--- config.mk ---
export PLATFORM = sky130hd
export DESIGN_NAME = keypad_matrix_emulator
export DESIGN_NICKNAME = d
export VERILOG_FILES = /design/src/rtl/keypad_pkg.sv /design/src/rtl/keypad_phase_timer.sv /design/src/rtl/keypad_matrix_emulator.sv
export SDC_FILE = /design/constraint.sdc
export NUM_CORES = 1
export LEC_CHECK = 0
export ABC_AREA = 1
export BUFFER_PORTS_ARGS = -buffer_cell sky130_fd_sc_hd__clkbuf_2
export CORE_AREA = 2 2 67 50
export DETAILED_ROUTE_END_ITERATION = 12
export DIE_AREA = 0 0 69 52
export PLACE_DENSITY = 0.83
export SETUP_SLACK_MARGIN = 0.2
export SLEW_MARGIN = 20
export SYNTH_ARGS = -nofsm -noshare
export SYNTH_HDL_FRONTEND = slang
export SYNTH_SLANG_ARGS = --single-unit
export TNS_END_PERCENT = 50
--- constraint.sdc ---
create_clock -name clk_in -period 1.69 [get_ports clk_in]
set_input_delay 0 -clock clk_in [delete_from_list [all_inputs] [get_ports clk_in]]
set_output_delay 0 -clock clk_in [all_outputs]
set_load 0.005 [all_outputs]
--- src/rtl/keypad_pkg.sv ---
// keypad_pkg: shared types and key-position lookup for the keypad matrix
// emulator, the scanner and the benches.
// Build option: KEYPAD_BOUNCE_EN adds the press/release bounce states.
package keypad_pkg;

`ifdef KEYPAD_BOUNCE_EN
    typedef enum logic [1:0] {
        IDLE           = 2'd0,
        PRESS_BOUNCE   = 2'd1,
        HOLD           = 2'd2,
        RELEASE_BOUNCE = 2'd3
    } kp_state_e;
`else
    typedef enum logic [1:0] {
        IDLE = 2'd0,
        HOLD = 2'd2
    } kp_state_e;
`endif

    // Matrix position of a key: row driven by the scanner, column sensed.
    typedef struct packed {
        logic [1:0] row;
        logic [1:0] col;
    } kp_pos_t;

    // Hex key to {row, col}. Layout, columns left to right:
    //   row0: 1 2 3 A   row1: 4 5 6 B   row2: 7 8 9 C   row3: E 0 F D
    function automatic kp_pos_t key_to_pos(input logic [3:0] code);
        kp_pos_t p;
        case (code)
            4'h1:    p = {2'd0, 2'd0};
            4'h2:    p = {2'd0, 2'd1};
            4'h3:    p = {2'd0, 2'd2};
            4'hA:    p = {2'd0, 2'd3};
            4'h4:    p = {2'd1, 2'd0};
            4'h5:    p = {2'd1, 2'd1};
            4'h6:    p = {2'd1, 2'd2};
            4'hB:    p = {2'd1, 2'd3};
            4'h7:    p = {2'd2, 2'd0};
            4'h8:    p = {2'd2, 2'd1};
            4'h9:    p = {2'd2, 2'd2};
            4'hC:    p = {2'd2, 2'd3};
            4'hE:    p = {2'd3, 2'd0};
            4'h0:    p = {2'd3, 2'd1};
            4'hF:    p = {2'd3, 2'd2};
            4'hD:    p = {2'd3, 2'd3};
            default: p = {2'd3, 2'd1};
        endcase
        return p;
    endfunction

endpackage

--- src/rtl/keypad_phase_timer.sv ---
// keypad_phase_timer: down-counter timing one bounce phase or the hold.
// start_i loads load_i; expire_o is high in the last cycle of the interval,
// so a load of N gives exactly N cycles. The counter parks at zero.
module keypad_phase_timer #(
    parameter int CW = 8
) (
    input  logic          clk_in,
    input  logic          reset,
    input  logic          start_i,
    input  logic [CW-1:0] load_i,
    output logic          expire_o
);

    logic [CW-1:0] cnt_q;

    // Countdown register: reload has priority, otherwise decrement and stop at zero.
    always_ff @(posedge clk_in) begin
        if (!reset) begin
            cnt_q <= {CW{1'b0}};
        end else if (start_i) begin
            cnt_q <= load_i;
        end else if (cnt_q != {CW{1'b0}}) begin
            cnt_q <= cnt_q - {{(CW-1){1'b0}}, 1'b1};
        end else begin
            cnt_q <= cnt_q;
        end
    end

    assign expire_o = (cnt_q == {{(CW-1){1'b0}}, 1'b1});

endmodule

--- src/rtl/keypad_matrix_emulator.sv ---
// keypad_matrix_emulator: emulates one key of a 4x4 active-low matrix keypad
// being pressed, held and released, optionally with contact bounce.
// Build option: KEYPAD_BOUNCE_EN enables the press/release bounce bursts;
// without it a press is a clean HOLD_CYCLES closure.
module keypad_matrix_emulator #(
    parameter int HOLD_CYCLES   = 100000,
    parameter int BOUNCE_CYCLES = 10000,
    parameter int BOUNCE_COUNT  = 4
) (
    input  logic       clk_in,
    input  logic       reset,
    input  logic       press_req,
    input  logic [3:0] key_code,
    input  logic [3:0] key_rows,
    output logic [3:0] key_cols,
    output logic       busy,
    output logic       done
);

    import keypad_pkg::*;

`ifdef KEYPAD_BOUNCE_EN
    localparam int MAX_CYC = (HOLD_CYCLES > BOUNCE_CYCLES) ? HOLD_CYCLES : BOUNCE_CYCLES;
`else
    localparam int MAX_CYC = HOLD_CYCLES;
`endif
    localparam int CW = $clog2(MAX_CYC + 1);
    localparam logic [CW-1:0] HOLD_LOAD = CW'(HOLD_CYCLES);

`ifdef KEYPAD_BOUNCE_EN
    localparam int PW = $clog2(2 * BOUNCE_COUNT);
    localparam logic [CW-1:0] BOUNCE_LOAD = CW'(BOUNCE_CYCLES);
    localparam logic [PW-1:0] PHASE_LAST  = PW'(2 * BOUNCE_COUNT - 1);
    localparam logic [PW-1:0] PHASE_ONE   = PW'(1);

    logic [PW-1:0] phase_q, phase_d;
`endif

    kp_state_e     state_q, state_d;
    logic [3:0]    key_q, key_d;
    logic          contact_q, contact_d;
    logic          busy_q, busy_d;
    logic          done_q, done_d;
    logic          tmr_start_s;
    logic [CW-1:0] tmr_load_s;
    logic          tmr_expire_s;
    kp_pos_t       pos_s;

    keypad_phase_timer #(
        .CW (CW)
    ) u_timer (
        .clk_in   (clk_in),
        .reset    (reset),
        .start_i  (tmr_start_s),
        .load_i   (tmr_load_s),
        .expire_o (tmr_expire_s)
    );

    // State, latched key, contact and handshake registers.
    always_ff @(posedge clk_in) begin
        if (!reset) begin
            state_q   <= IDLE;
            key_q     <= 4'h0;
            contact_q <= 1'b0;
            busy_q    <= 1'b0;
            done_q    <= 1'b0;
`ifdef KEYPAD_BOUNCE_EN
            phase_q   <= {PW{1'b0}};
`endif
        end else begin
            state_q   <= state_d;
            key_q     <= key_d;
            contact_q <= contact_d;
            busy_q    <= busy_d;
            done_q    <= done_d;
`ifdef KEYPAD_BOUNCE_EN
            phase_q   <= phase_d;
`endif
        end
    end

    // Next-state logic: sequences accept, bounce phases, hold and release.
    always_comb begin
        state_d     = state_q;
        key_d       = key_q;
        contact_d   = contact_q;
        busy_d      = busy_q;
        done_d      = 1'b0;
        tmr_start_s = 1'b0;
        tmr_load_s  = {CW{1'b0}};
`ifdef KEYPAD_BOUNCE_EN
        phase_d     = phase_q;
`endif
        case (state_q)
            IDLE: begin
                if (press_req) begin
                    key_d       = key_code;
                    contact_d   = 1'b1;
                    busy_d      = 1'b1;
                    tmr_start_s = 1'b1;
`ifdef KEYPAD_BOUNCE_EN
                    state_d     = PRESS_BOUNCE;
                    phase_d     = {PW{1'b0}};
                    tmr_load_s  = BOUNCE_LOAD;
`else
                    state_d     = HOLD;
                    tmr_load_s  = HOLD_LOAD;
`endif
                end else begin
                    contact_d = 1'b0;
                    busy_d    = 1'b0;
                end
            end
`ifdef KEYPAD_BOUNCE_EN
            PRESS_BOUNCE: begin
                if (tmr_expire_s) begin
                    tmr_start_s = 1'b1;
                    if (phase_q == PHASE_LAST) begin
                        state_d    = HOLD;
                        contact_d  = 1'b1;
                        phase_d    = {PW{1'b0}};
                        tmr_load_s = HOLD_LOAD;
                    end else begin
                        // Even phases are closed, so the next one is closed iff this one is odd.
                        phase_d    = phase_q + PHASE_ONE;
                        contact_d  = phase_q[0];
                        tmr_load_s = BOUNCE_LOAD;
                    end
                end else begin
                    state_d = PRESS_BOUNCE;
                end
            end
`endif
            HOLD: begin
                if (tmr_expire_s) begin
`ifdef KEYPAD_BOUNCE_EN
                    state_d     = RELEASE_BOUNCE;
                    contact_d   = 1'b0;
                    phase_d     = {PW{1'b0}};
                    tmr_start_s = 1'b1;
                    tmr_load_s  = BOUNCE_LOAD;
`else
                    state_d   = IDLE;
                    contact_d = 1'b0;
                    busy_d    = 1'b0;
                    done_d    = 1'b1;
`endif
                end else begin
                    state_d = HOLD;
                end
            end
`ifdef KEYPAD_BOUNCE_EN
            RELEASE_BOUNCE: begin
                if (tmr_expire_s) begin
                    if (phase_q == PHASE_LAST) begin
                        state_d   = IDLE;
                        contact_d = 1'b0;
                        busy_d    = 1'b0;
                        done_d    = 1'b1;
                        phase_d   = {PW{1'b0}};
                    end else begin
                        // Even phases are open, so the next one is closed iff this one is even.
                        phase_d     = phase_q + PHASE_ONE;
                        contact_d   = ~phase_q[0];
                        tmr_start_s = 1'b1;
                        tmr_load_s  = BOUNCE_LOAD;
                    end
                end else begin
                    state_d = RELEASE_BOUNCE;
                end
            end
`endif
            default: begin
                state_d   = IDLE;
                contact_d = 1'b0;
                busy_d    = 1'b0;
            end
        endcase
    end

    assign pos_s = key_to_pos(key_q);

    // Column sense: pull the latched key's column low while its row is driven and contact is closed.
    always_comb begin
        key_cols = 4'b1111;
        if (contact_q && (key_rows[pos_s.row] == 1'b0)) begin
            key_cols[pos_s.col] = 1'b0;
        end else begin
            key_cols = 4'b1111;
        end
    end

    assign busy = busy_q;
    assign done = done_q;

endmodule

==> flow_results.org <==
** Timing
- Period minus WS final :: ~1.4 ns
- Headroom to the max-slew limit came out at 81.75%.
- Setup violations remaining at the end of the flow were counted as 0.
- Based on the critical path, the design can be clocked at up to 0.7188 GHz.
- The number of failing hold endpoints at the final stage was 0.
- Setup slack closes at 0.2987 ns.
- Hold slack :: 0.01015 ns
- Setup repair after global routing could not meet its margin everywhere.
- In the final timing run, aggregate negative setup slack is 0 ns.
- Of the available clock period, the critical path in the final layout requires 82.32%.
- Count of pins over their slew limit :: 0
- Transition at the pin with the smallest max-transition slack :: 0.2734 ns
- Post-Route Skew :: around 0.0084 ns

** Clock tree
- Sink count of the clock tree :: 28
- Inserted Clock Buffers :: 3
- Hold-fix buffer count after cts :: 0
- Worst-skew pair later-pin latency :: 0.28 ns
- The clock passes through at most 2 buffers.
- Clock tree synthesis selected as its root buffer the cell sky130_fd_sc_hd__clkbuf_8.
- After clock tree synthesis, the clock-pin slew on the worst setup and hold paths is 0.10 ns.
- CTS tree :: yes
- Clock H-tree levels :: 1

** Logic synthesis
- Fraction of registers with async set or reset after synthesis :: 0%
- Number of synthesis warnings :: 0
- For this run, the leading register cell type out of synthesis is sky130_fd_sc_hd__dfxtp_1.
- Post-synth cell types :: 26
- Post-synthesis instance area :: ~1600 um2
- Counting flops and latches in the post-synthesis netlist gives 28.
- Dividing the synthesized area by the synthesized cell count gives roughly 6.4 um2.
- Cells after Synth :: between 200 and 250
- Count of flip-flops with a built-in enable after synthesis :: 0
- Sequential area share after synthesis :: 35.14%
- Synthesis produced a netlist with a net count of 261.

** Worst setup path
- STA classifies the critical path endpoint as a flop.
- The worst setup path is launched from a flop.
- Start-to-end type of the worst setup path :: flop to flop
- Data on the critical path arrives at its endpoint at 1.56 ns.
- Worst Path Required :: approximately 1.9 ns
- Of all nets on the critical path, the largest fanout is 6.

** Placed design
- Before CTS, the worst setup slack after placement is around 0.15 ns.
- Including well taps, the total number of placed cells is 300.
- Dpl hpwl :: 2.577 mm
- The congestion estimate from routability-driven global placement came to ~0.9.
- In this run the tool buffered the top-level ports with 16 buffer cells.
- Placed Area :: 1714 um2

** Final layout
- The post-route netlist has between 10% and 20% of its cells at a drive strength greater than 1.
- Number of antenna cells inserted :: 0
- Once layout is complete, the utilization of the core stands at 60.80%.
- Layout Cell Area excl Fill :: about 1800 um2
- For this run, the post-layout net count is between 200 and 300.
- Area growth from synthesis to layout :: 13.49%
- After the flow finishes, the layout carries non-filler instances totaling 305.

** Pwr
- The share of total power dissipated in combinational logic is 39.1%.
- Sequential cells account for 40.4% of the total power.
- Standby leakage power :: 0.9115 nW
- P_sw :: 0.8182 mW
- Relative contribution of the clock network to total power :: between 20 and 25%
- The internal power of the cells totals 1.239 mW.
- Dividing total power by cell area gives a power density of 1136 nW/um2.
- Post-route total power :: 2.057 mW
- Net switching is 39.77% of the power.
- Worst-case vdd ir drop :: around 0.54 mV

** Run
- Max-cap violations in this run came to 0.

** Die
- For this configuration, the core starts out at a cell density of 53.57%.
- Row generation in the floorplan step produced 17 rows.
- The die covers 3588 um2.
- From bottom edge to top edge, the die measures 52 um.
- In this run the horizontal extent of the chip is slightly below 70 um.
- During I/O placement, the number of pins put on the boundary was 17.
- Floorplan Core Area :: 2978 um2

** Detailed routing
- Dividing the detail-routed via count by the number of cells gives 5.066.
- Residual DRC count :: 0
- Initial detailed-routing violation count :: 139
- ANT nets after route :: 0
- Vias after detailed routing :: approximately 1500
- The final layout contains routed wiring with a total length of 3.520 mm.
- The first TritonRoute pass finished after 5 iterations.
- Per-cell routed wire length :: 11.54 um

** Global routing
- Most Crowded Layer GR :: met2
- For met3 alone, demand over resource in global routing was 4.070%.
- The first global-routing pass estimated between 6 and 7 mm of wire.
- Number of global-route vias before repair :: approximately 1400
- For this run the aggregate overflow at the end of global routing stands at 0.
- For this run, global-route usage on met1 was measured as 30.44%.
- Initial antenna violation count :: 0
- Routing usage on met2 :: a little under a third
- Maximum number of pins on one net before global-route repair :: 18
- Across every metal layer, demand over resource in global routing totals 20.81%.

** Run status
- Result of the run :: finished clean

** Worst hold path
- The min-delay analysis places its worst path in the category primary input to flop.
==> layout by cell type, fill, tap and decap left out <==
cell,instances
sky130_fd_sc_hd__clkinv_2,1
sky130_fd_sc_hd__inv_1,31
sky130_fd_sc_hd__inv_2,7
sky130_fd_sc_hd__nand3_4,2
sky130_fd_sc_hd__a21oi_2,1
sky130_fd_sc_hd__clkbuf_2,16
sky130_fd_sc_hd__nand4_1,6
sky130_fd_sc_hd__nor3b_1,1
sky130_fd_sc_hd__nand2_4,2
sky130_fd_sc_hd__ha_1,1
sky130_fd_sc_hd__nand3_2,3
sky130_fd_sc_hd__nor2_4,4
sky130_fd_sc_hd__dfxtp_2,1
sky130_fd_sc_hd__nor2_2,4
sky130_fd_sc_hd__o21ai_0,6
sky130_fd_sc_hd__nand3b_1,2
sky130_fd_sc_hd__dfxtp_1,27
sky130_fd_sc_hd__clkbuf_8,4
sky130_fd_sc_hd__nor2_1,41
sky130_fd_sc_hd__or2_0,1
sky130_fd_sc_hd__ha_4,1
sky130_fd_sc_hd__nand2_2,4
sky130_fd_sc_hd__o21bai_1,1
sky130_fd_sc_hd__a21oi_1,8
sky130_fd_sc_hd__nand2_1,67
sky130_fd_sc_hd__nand3_1,19
sky130_fd_sc_hd__o21ai_1,2
sky130_fd_sc_hd__nor3_1,3
sky130_fd_sc_hd__buf_12,1
==> critical path, cell delays in order (launching register included) <==
cell                       delay, ns
sky130_fd_sc_hd__dfxtp_1        0.35
sky130_fd_sc_hd__inv_2          0.09
sky130_fd_sc_hd__ha_4           0.18
sky130_fd_sc_hd__nand2_4        0.08
sky130_fd_sc_hd__nor2_4         0.16
sky130_fd_sc_hd__nand3_4        0.14
sky130_fd_sc_hd__clkinv_2       0.08
sky130_fd_sc_hd__nand2_2        0.08
sky130_fd_sc_hd__nand2_1        0.09
sky130_fd_sc_hd__nor2_1         0.04
==> registers in the layout, summed over array words and instances, names as in the netlist <==
name,flops
pos_s,4
busy,1
key_q,4
u_timer.cnt_q,17
done,1
state_q,1
==> area by class of cell <==
type | count | area [um2]
Clock buffer | 4 | 55.05
Fill cell | 276 | 1167
Inverter | 39 | 147.6
Multi-Input combinational cell | 179 | 898.4
Sequential cell | 28 | 561.8
Tap cell | 38 | 47.55
Timing Repair Buffer | 17 | 100.1
==> cells by family after synthesis <==
family | count (synthesis) | synth area share [%]
flops | 28 | 35.14
fa+ha+maj | 2 | 1.568
buf+inv | 41 | 9.803
compound gates | 18 | 6.040
simple gates | 159 | 47.45
==> path summary, 6_finish.rpt <==
check                                 startpoint                        endpoint  slack, ns  depth (start not counted)
setup / recovery   u_timer.cnt_q[0]$_SDFFE_PN0P_  u_timer.cnt_q[10]$_SDFFE_PN0P_       0.30                          9
hold / removal                         press_req         state_q[1]$_SDFFE_PN0P_       0.01                          3
setup reg to reg   u_timer.cnt_q[0]$_SDFFE_PN0P_  u_timer.cnt_q[10]$_SDFFE_PN0P_       0.30                          9
hold reg to reg   u_timer.cnt_q[16]$_SDFFE_PN0P_  u_timer.cnt_q[16]$_SDFFE_PN0P_       0.47                          2
==> Yosys cell counts, drive strengths merged (2+ instances only) <==
cell type  number  area, um2
ha              2      25.02
nand3b          2      15.01
nor2           49      216.5
o21ai           8      40.04
nand2          73      299.0
dfxtp          28      560.5
inv            38      142.6
nor3            3      15.01
nand4           6      37.54
nand3          24      160.2
a21oi           9      48.80
==> metal layers <==
layer | up-vias | routed length (um)
met2 | 50 | 1450
met4 | 0 | 21
met3 | 2 | 218
met1 | 680 | 1829
li1 | 813 | -
met5 | - | 0
==> power groups by stage <==
stage                     clock [mW]  sequential (mW)  combinational [mW]
after global placement             0            0.839               0.734
after global routing           0.447            0.845               0.910
final                          0.421            0.831               0.805
after floorplan                    0            0.823               0.604
after detailed placement           0            0.840               0.745
after CTS                      0.424            0.825               0.766
==> timing repair <==
action / CTS / global route
gates resized for setup: 2 / 6
buffers inserted: 0 / 1
endpoints found under the setup margin: 5 / 14
pin swaps: 0 / 1
endpoints found under the hold margin: 0 / 0
(Power assumes the default switching activity.)
